==> src/rtl/bus_pack_pkg.sv <==
// Shared definitions for the bus pack register: byte width and the
// width helpers used to size the select/size fields.
package bus_pack_pkg;

   localparam int byte_width_lp = 8;

   // clog2 that never returns 0, so a 1-byte bus still gets a 1-bit select
   function automatic int safe_clog2_f(input int value);
      return (value <= 1) ? 1 : $clog2(value);
   endfunction

   // Bits needed to hold the value of the byte-offset width (largest legal log2 size)
   function automatic int size_width_f(input int byte_offset_width);
      return safe_clog2_f(byte_offset_width + 1);
   endfunction

endpackage

==> src/rtl/bus_pack_reg_if.sv <==
// Bus bundle for bus_pack_reg: capture request (en/sel/size), live input
// data, and the packed output with the registered select/size.
interface bus_pack_reg_if
   import bus_pack_pkg::*;
#(
   parameter int in_width_p  = 32,
   parameter int out_width_p = 64
);

   localparam int byte_offset_width_lp = safe_clog2_f(in_width_p / byte_width_lp);
   localparam int size_width_lp        = size_width_f(byte_offset_width_lp);

   logic                            en;
   logic [byte_offset_width_lp-1:0] sel;
   logic [size_width_lp-1:0]        size;
   logic [in_width_p-1:0]           data;
   logic [out_width_p-1:0]          packed_data;
   logic [byte_offset_width_lp-1:0] sel_q;
   logic [size_width_lp-1:0]        size_q;

   modport master (
      output en, sel, size, data,
      input  packed_data, sel_q, size_q
   );

   modport slave (
      input  en, sel, size, data,
      output packed_data, sel_q, size_q
   );

endinterface

==> src/rtl/bsg_dff_reset_en.sv <==
// Enable-and-reset flop: reset wins over enable, otherwise load on enable
// and hold when disabled.
module bsg_dff_reset_en #(
   parameter int width_p = 1
) (
   input  logic               clk_i,
   input  logic               reset_i,
   input  logic               en_i,
   input  logic [width_p-1:0] data_i,
   output logic [width_p-1:0] data_o
);

   logic [width_p-1:0] data_r;

   // Synchronous reset has priority over a simultaneous load
   always_ff @(posedge clk_i) begin
      // NOTE: non-blocking assignments keep every flop sampling pre-edge values.
      if (reset_i)
         data_r <= '0;
      else if (en_i)
         data_r <= data_i;
   end

   assign data_o = data_r;

endmodule

==> src/rtl/bus_pack_reg.sv <==
// Bus pack register: registers a byte select and log2 slice size, then
// combinationally extracts that slice from the live input bus and
// replicates it across the output bus. Bytes beyond the top of the input
// read as zero; sizes beyond the input width use the whole shifted bus.
// Optional simulation checks: define BUS_PACK_REG_ASSERT_EN.
module bus_pack_reg
   import bus_pack_pkg::*;
#(
   parameter int in_width_p  = 32,
   parameter int out_width_p = 64
) (
   input  logic           clk_i,
   input  logic           reset_i,
   bus_pack_reg_if.slave  bus
);

   localparam int byte_offset_width_lp = safe_clog2_f(in_width_p / byte_width_lp);
   localparam int size_width_lp        = size_width_f(byte_offset_width_lp);
   localparam int max_size_lp          = $clog2(in_width_p / byte_width_lp);

   logic [byte_offset_width_lp-1:0] sel_r;
   logic [size_width_lp-1:0]        size_r;
   logic [in_width_p-1:0]           shifted;
   logic [out_width_p-1:0]          slice_rep [max_size_lp+1];
   logic [out_width_p-1:0]          packed_data;

   bsg_dff_reset_en #(
      .width_p (size_width_lp + byte_offset_width_lp)
   ) capture_reg (
      .clk_i   (clk_i),
      .reset_i (reset_i),
      .en_i    (bus.en),
      .data_i  ({bus.size, bus.sel}),
      .data_o  ({size_r, sel_r})
   );

   // Logical shift zero-fills bytes above the top of the input bus
   assign shifted = bus.data >> {sel_r, 3'b000};

   // One replicated candidate per legal slice size
   for (genvar i = 0; i <= max_size_lp; i++) begin : g_size
      assign slice_rep[i] =
         {(out_width_p / (byte_width_lp << i)){shifted[(byte_width_lp << i)-1:0]}};
   end

   // Pick the candidate for the registered size; oversized falls back to full width
   always_comb begin
      // NOTE: default first so every path assigns and no latch is inferred.
      packed_data = slice_rep[max_size_lp];
      for (int i = 0; i <= max_size_lp; i++) begin
         if (size_r == size_width_lp'(i))
            packed_data = slice_rep[i];
      end
   end

   assign bus.packed_data = packed_data;
   assign bus.sel_q       = sel_r;
   assign bus.size_q      = size_r;

`ifdef BUS_PACK_REG_ASSERT_EN
   // Flag illegal parameters and out-of-range captures every cycle out of reset
   always_ff @(posedge clk_i) begin
      if (!reset_i) begin
         assert (out_width_p >= in_width_p)
            else $error("bus_pack_reg: out_width_p %0d < in_width_p %0d", out_width_p, in_width_p);
         assert (((in_width_p & (in_width_p - 1)) == 0) && ((out_width_p & (out_width_p - 1)) == 0)
                 && (in_width_p >= byte_width_lp))
            else $error("bus_pack_reg: widths %0d/%0d not powers of two", in_width_p, out_width_p);
         if (bus.en) begin
            assert (int'(bus.size) <= max_size_lp)
               else $error("bus_pack_reg: capture size %0d exceeds %0d", bus.size, max_size_lp);
            assert (int'(bus.sel) + (1 << int'(bus.size)) <= in_width_p / byte_width_lp)
               else $error("bus_pack_reg: capture sel %0d size %0d runs past the bus", bus.sel, bus.size);
         end
      end
   end
`endif

endmodule

==> src/flat_wrapper.sv <==
// flat-port wrapper written by rule: the top's interface ports become plain ports
module bus_pack_reg_flat import bus_pack_pkg::*;
#(
   parameter int in_width_p  = 32,
   parameter int out_width_p = 64
)
  (clk_i, reset_i, bus_en, bus_sel, bus_size, bus_data, bus_packed_data, bus_sel_q, bus_size_q);
  bus_pack_reg_if #(.in_width_p(in_width_p), .out_width_p(out_width_p)) bus_i ();
  input  logic clk_i;
  input  logic reset_i;
  input wire logic [$bits(bus_i.en)-1:0] bus_en;
  input wire logic [$bits(bus_i.sel)-1:0] bus_sel;
  input wire logic [$bits(bus_i.size)-1:0] bus_size;
  input wire logic [$bits(bus_i.data)-1:0] bus_data;
  output wire logic [$bits(bus_i.packed_data)-1:0] bus_packed_data;
  output wire logic [$bits(bus_i.sel_q)-1:0] bus_sel_q;
  output wire logic [$bits(bus_i.size_q)-1:0] bus_size_q;
  assign bus_i.en = bus_en;
  assign bus_i.sel = bus_sel;
  assign bus_i.size = bus_size;
  assign bus_i.data = bus_data;
  assign bus_packed_data = bus_i.packed_data;
  assign bus_sel_q = bus_i.sel_q;
  assign bus_size_q = bus_i.size_q;
  bus_pack_reg #(.in_width_p(in_width_p), .out_width_p(out_width_p)) u_core (.clk_i(clk_i), .reset_i(reset_i), .bus(bus_i));
endmodule
==> config.mk <==
export PLATFORM = sky130hd
export DESIGN_NAME = bus_pack_reg_flat
export DESIGN_NICKNAME = d
export VERILOG_FILES = /design/src/rtl/bus_pack_pkg.sv /design/src/rtl/bus_pack_reg_if.sv /design/src/rtl/bsg_dff_reset_en.sv /design/src/rtl/bus_pack_reg.sv /design/src/flat_wrapper.sv
export SDC_FILE = /design/constraint.sdc
export NUM_CORES = 1
export LEC_CHECK = 0
export ABC_AREA = 1
export BUFFER_PORTS_ARGS = -buffer_cell sky130_fd_sc_hd__buf_2
export CAP_MARGIN = 40
export CORE_MARGIN = 5
export CORE_UTILIZATION = 36
export DETAILED_ROUTE_END_ITERATION = 16
export PLACE_DENSITY_LB_ADDON = 0.25
export SLEW_MARGIN = 25
export SYNTH_ARGS = -nofsm -noshare
export SYNTH_HDL_FRONTEND = slang
export SYNTH_SLANG_ARGS = --single-unit
==> constraint.sdc <==
create_clock -name clk_i -period 1 [get_ports clk_i]
set_input_delay 0 -clock clk_i [delete_from_list [all_inputs] [get_ports clk_i]]
set_output_delay 0 -clock clk_i [all_outputs]
set_load 0.03 [all_outputs]
==> Word level (Yosys, flattened, before mapping) <==
Cells that the tools add are included.
{ "classes": {"eq_ne": 2, "shifts": 1, "muxes": 3, "n_reduce_logical": 1} }
{ "ops": {"columns": ["operator", "count"], "rows": [
  ["two-way mux 64 bit", 3],
  ["right shift 32 x 5 -> 32 bit", 1],
  ["== test 2 x 1 -> 1 bit, second input constant", 1],
  ["== test 2 bit, second input constant", 1],
  ["zero test 2 bit", 1]
]} }
{ "word_totals": {"ff_bits": 4, "inputBits": 39, "word_cells": 8} }

==> Depth between registers and ports, before layout <==
{ "depth": {"ltp_word": 4, "mapped_depth": 8} }

==> Modules after synthesis <==
From an unflattened synthesis, not the netlist that was laid out.
{ "unflattened": {"cells_unflattened": 252, "hier_area_um2": 1306.3} }
{ "modules_own_cells": {"columns": ["mod", "instances", "cells_each", "area_per_inst_um2", "seq_area_each_um2"], "rows": [
  ["bus_pack_reg", 1, 226, 1133.6, 0.0],
  ["bsg_dff_reset_en", 1, 26, 172.7, 80.1]
]} }

==> Worst setup path before layout <==
Ideal clock, no wire load.
{ "synth_path": {"path_kind": "register -> output", "startpoint": "register u_core.capture_reg.data_r[3] (netlist: u_core.capture_reg.data_o[3])", "endpoint": "output port bus_packed_data[49]", "arrival_ps": 1797, "required_time_ps": 1000, "setup_slack_ps": -797, "path_stages_with_launch": 6, "path_buffers": 1, "path_cell_list": "dfxtp_1 > inv_2 > nor2_4 > inv_1 > o21ai_1 > buf_4"} }
{ "synth_between": {"elab_chain_cells": 4} }
{ "synth_rtl": {"columns": ["item", "line_no", "source"], "rows": [
  ["start, declared", "bsg_dff_reset_en.sv:13", "logic [width_p-1:0] data_r;"],
  ["start signal, assigned", "bsg_dff_reset_en.sv:21", "data_r <= data_i;"],
  ["zero test 2 bit", "bus_pack_reg.sv:51", "if (size_r == size_width_lp'(i))"],
  ["two-way mux 64 bit (2 in series)", "bus_pack_reg.sv:51", null],
  ["two-way mux 64 bit *", "bus_pack_reg.sv:51", null],
  ["end, declared", "flat_wrapper.sv:15", "output wire logic [$bits(bus_i.packed_data)-1:0] bus_packed_data;"]
]} }
Every way passes the cells marked *; elsewhere a longest branch is shown, timed or not.

==> Final worst setup path <==
{ "layout_path": {"startpoint": "register u_core.capture_reg.data_r[0] (netlist: u_core.capture_reg.data_o[0])", "endpoint": "output port bus_packed_data[55]"} }
{ "layout_between": {"elab_chain_cells": 4} }
{ "layout_rtl": {"columns": ["item", "line_no", "source"], "rows": [
  ["right shift 32 x 5 -> 32 bit *", "bus_pack_reg.sv:38", "assign shifted = bus.data >> {sel_r, 3'b000};"],
  ["two-way mux 64 bit (2 in series)", "bus_pack_reg.sv:51", null],
  ["two-way mux 64 bit *", "bus_pack_reg.sv:51", null]
]} }
Marks and branches as above.

==> results.txt <==
CTS Buf Count = 3
maximum number of pins on one net before global-route repair = 18
Max clock buf depth = 2
Setup crit start kind = flop
die height = 69.7 µm
Setup WS post-layout = -0.402 ns
syn nets = 286
commonest non-fill, non-tap cell in the layout = buf_6
Nets = 377
router iterations before antenna repair = 4
root buf cell = clkbuf_4
Worst EP required = 1.00 ns
cells after synthesis = 247
Fin Setup TNS = -22.13 ns
Routed Antenna Nets = 0
Final Cell Area = 2710 µm²
DRT iter0 DRCs = 136
port buffer count = 106
CP Capture Type = output pin
worst r2r src = u_core.capture_reg.data_o[1]$_SDFFE_PP0P_
Worst R2R End = u_core.capture_reg.data_o[1]$_SDFFE_PP0P_
Min Hold Slack = 0.0409 ns
Slew Limit Fails = 0
antenna diode count = 0
Max FO, Critical Path = 13
worst reg2reg path depth = 3
Slew headroom = 85.6%
Worst Setup EP = bus_packed_data[55]
share of post-route cells with drive strength above 1 = 68.8%
Pwr Total = 3450 µW
post-synthesis instance area = 1280 µm²
Cell variety after synth = 16
#FFs+latches synth = 4
Final min period = 1.40 ns
DIE AREA = 4860 µm²
post-CTS setup buffer count = 0
syn avg cell area = 5.20 µm²
core area = 3390 µm²
initial antenna violation count = 0
max cap viols = 0
largest area contributor in the netlist = nand3_1
R2R Setup Slk = 0.04 ns
Max rail drop VDD = 0.000783 V
CTS tree = yes
RD Place Congestion = 0.778
Final Cycle Share = 140%
Synth Area in XOR/XNOR = 0%
Vias/cell = 5.16
RSZ-0062 raised after global routing = true
Largest register FFs = 4
Fmax = 713 MHz
DR vias = 1978
detailed-placement wirelength estimate = 3750 µm
HP Class = input pin to flop
CP startpoint = u_core.capture_reg.data_o[0]$_SDFFE_PP0P_
Starting Density = 37.9%
Die W = 69.7 µm
Rows = 21
register area share after synthesis = 6.23%
DRC violations left = 0
H-tree depth = 1
# setup viols final = 64
gr usage total = 22.8%
Hold Fails Final Rpt = 0
Layout Skew = 0 ns
Arr. time, crit path = 1.40 ns
Yosys top cell area share = 23.4%
Skew-Pair Late Insertion Delay = 0.23 ns
Sink Count = 4
critical path type = flop to output pin
Area Overhead vs Synth = 111%
status = finished, violations left
commonest non-fill, non-tap cells in the layout = buf_6 (59), nand2_1 (53), buf_2 (42), nand3_2 (40), nand2_2 (23)
Worst-path clk slew = 0.04 ns
first-pass GRT wire length = 9250 µm
Adder-Cell Fraction of Synth Area = 0%
Power Dens Cells = 1270 nW/µm²
post-synthesis mux area share = 0%
Routed WL per cell = 15.4 µm
simple-gate share of the synthesized area = 57.9%
Tightest Pin Transition = 0.215 ns
Ports = 107
GRT Residual Overflow = 0
number of global-route vias before repair = 1982
leak pwr = 0.00140 µW
failing checks = setup timing
Routed WL = 5880 µm
synth top area cells = nand3_1 (23%), nand2_1 (23%), buf_4 (20%)
Synth Area in Compound Gates = 6.62%
Synthesis Warnings = 0
main combinational cell family by area after synthesis = simple AND/OR/NAND/NOR gates
dpl cell area = 1890 µm²
critical path, stage by stage, from the launching register on:
cell,delay (ns)
dfxtp_4,0.36
inv_6,0.09
buf_12,0.15
nand2_2,0.09
and2_1,0.17
o21ai_4,0.16
buf_6,0.16
power breakdown:
| part | switching, µW | internal, µW |
|---|---|---|
| Combinational | 1800 | 1230 |
| Sequential | 23.0 | 170 |
| Clock | 71.8 | 150 |
per-layer routing:
layer  vias to the layer above  share of wire [%]  GRT usage (%)
met3                        22                7.9           4.06
met4                         0                3.8           9.15
met1                       901                 35           24.4
li1                        948                  -              -
met2                       107                 53           43.6
met5                         -                  0              0
through the flow:
stage / std cells / setup slack (ns) / util [%]
after detailed placement: 377 / -0.189 / 55.6
after global placement: 377 / -0.153 / 55.6
after floorplan: 247 / -0.584 / -
final: 383 / -0.402 / 80.0
after CTS: 383 / -0.362 / 76.0
after global routing: 383 / -0.449 / 80.0
cells in the mapped netlist:
master	number
nor2_4	1
and2_0	4
dfxtp_1	4
nand3_1	60
buf_4	34
nor2_2	1
o21ai_0	3
inv_4	1
a211oi_1	4
o21ai_1	8
nor2_1	9
nand2_1	78
inv_1	19
inv_2	2
and2_1	12
buf_2	7
cell families (layout without fill, tap and decap cells):
logic type | count (synthesis) | in the layout
buffers and inverters | 63 | 153
AOI/OAI and AO/OA | 15 | 15
and+or+nand+nor | 165 | 165
DFF | 4 | 4
final cells by class:
cell class | instances | area [µm²]
tap | 46 | 57.6
timing repair buffer | 127 | 1120
fill | 239 | 679
sequential | 4 | 91.3
inverter | 22 | 101
clock buffer | 4 | 26.3
multi-input combinational | 180 | 1310
how the worst min path moves through the flow:
stage | from | end | slack, ns | cells after the start
5_1_grt | bus_sel[1] | u_core.capture_reg.data_o[1]$_SDFFE_PP0P_ | 0.03 | 3
6_report | bus_sel[1] | u_core.capture_reg.data_o[1]$_SDFFE_PP0P_ | 0.04 | 3
3_5_place_dp | reset_i | u_core.capture_reg.data_o[1]$_SDFFE_PP0P_ | 0.21 | 2
2_1_floorplan | reset_i | u_core.capture_reg.data_o[0]$_SDFFE_PP0P_ | 0.07 | 1
3_3_place_gp | reset_i | u_core.capture_reg.data_o[1]$_SDFFE_PP0P_ | 0.21 | 2
4_1_cts | bus_sel[1] | u_core.capture_reg.data_o[1]$_SDFFE_PP0P_ | 0.03 | 3
repair_timing:
action,4_1_cts,5_1_grt
hold endpoints to repair,4,0
pin swaps,14,12
hold buffers,1,0
setup endpoints to repair,64,64
resized for setup,187,34
cloned,1,0
No activity file was read; power rests on OpenSTA's default activity.
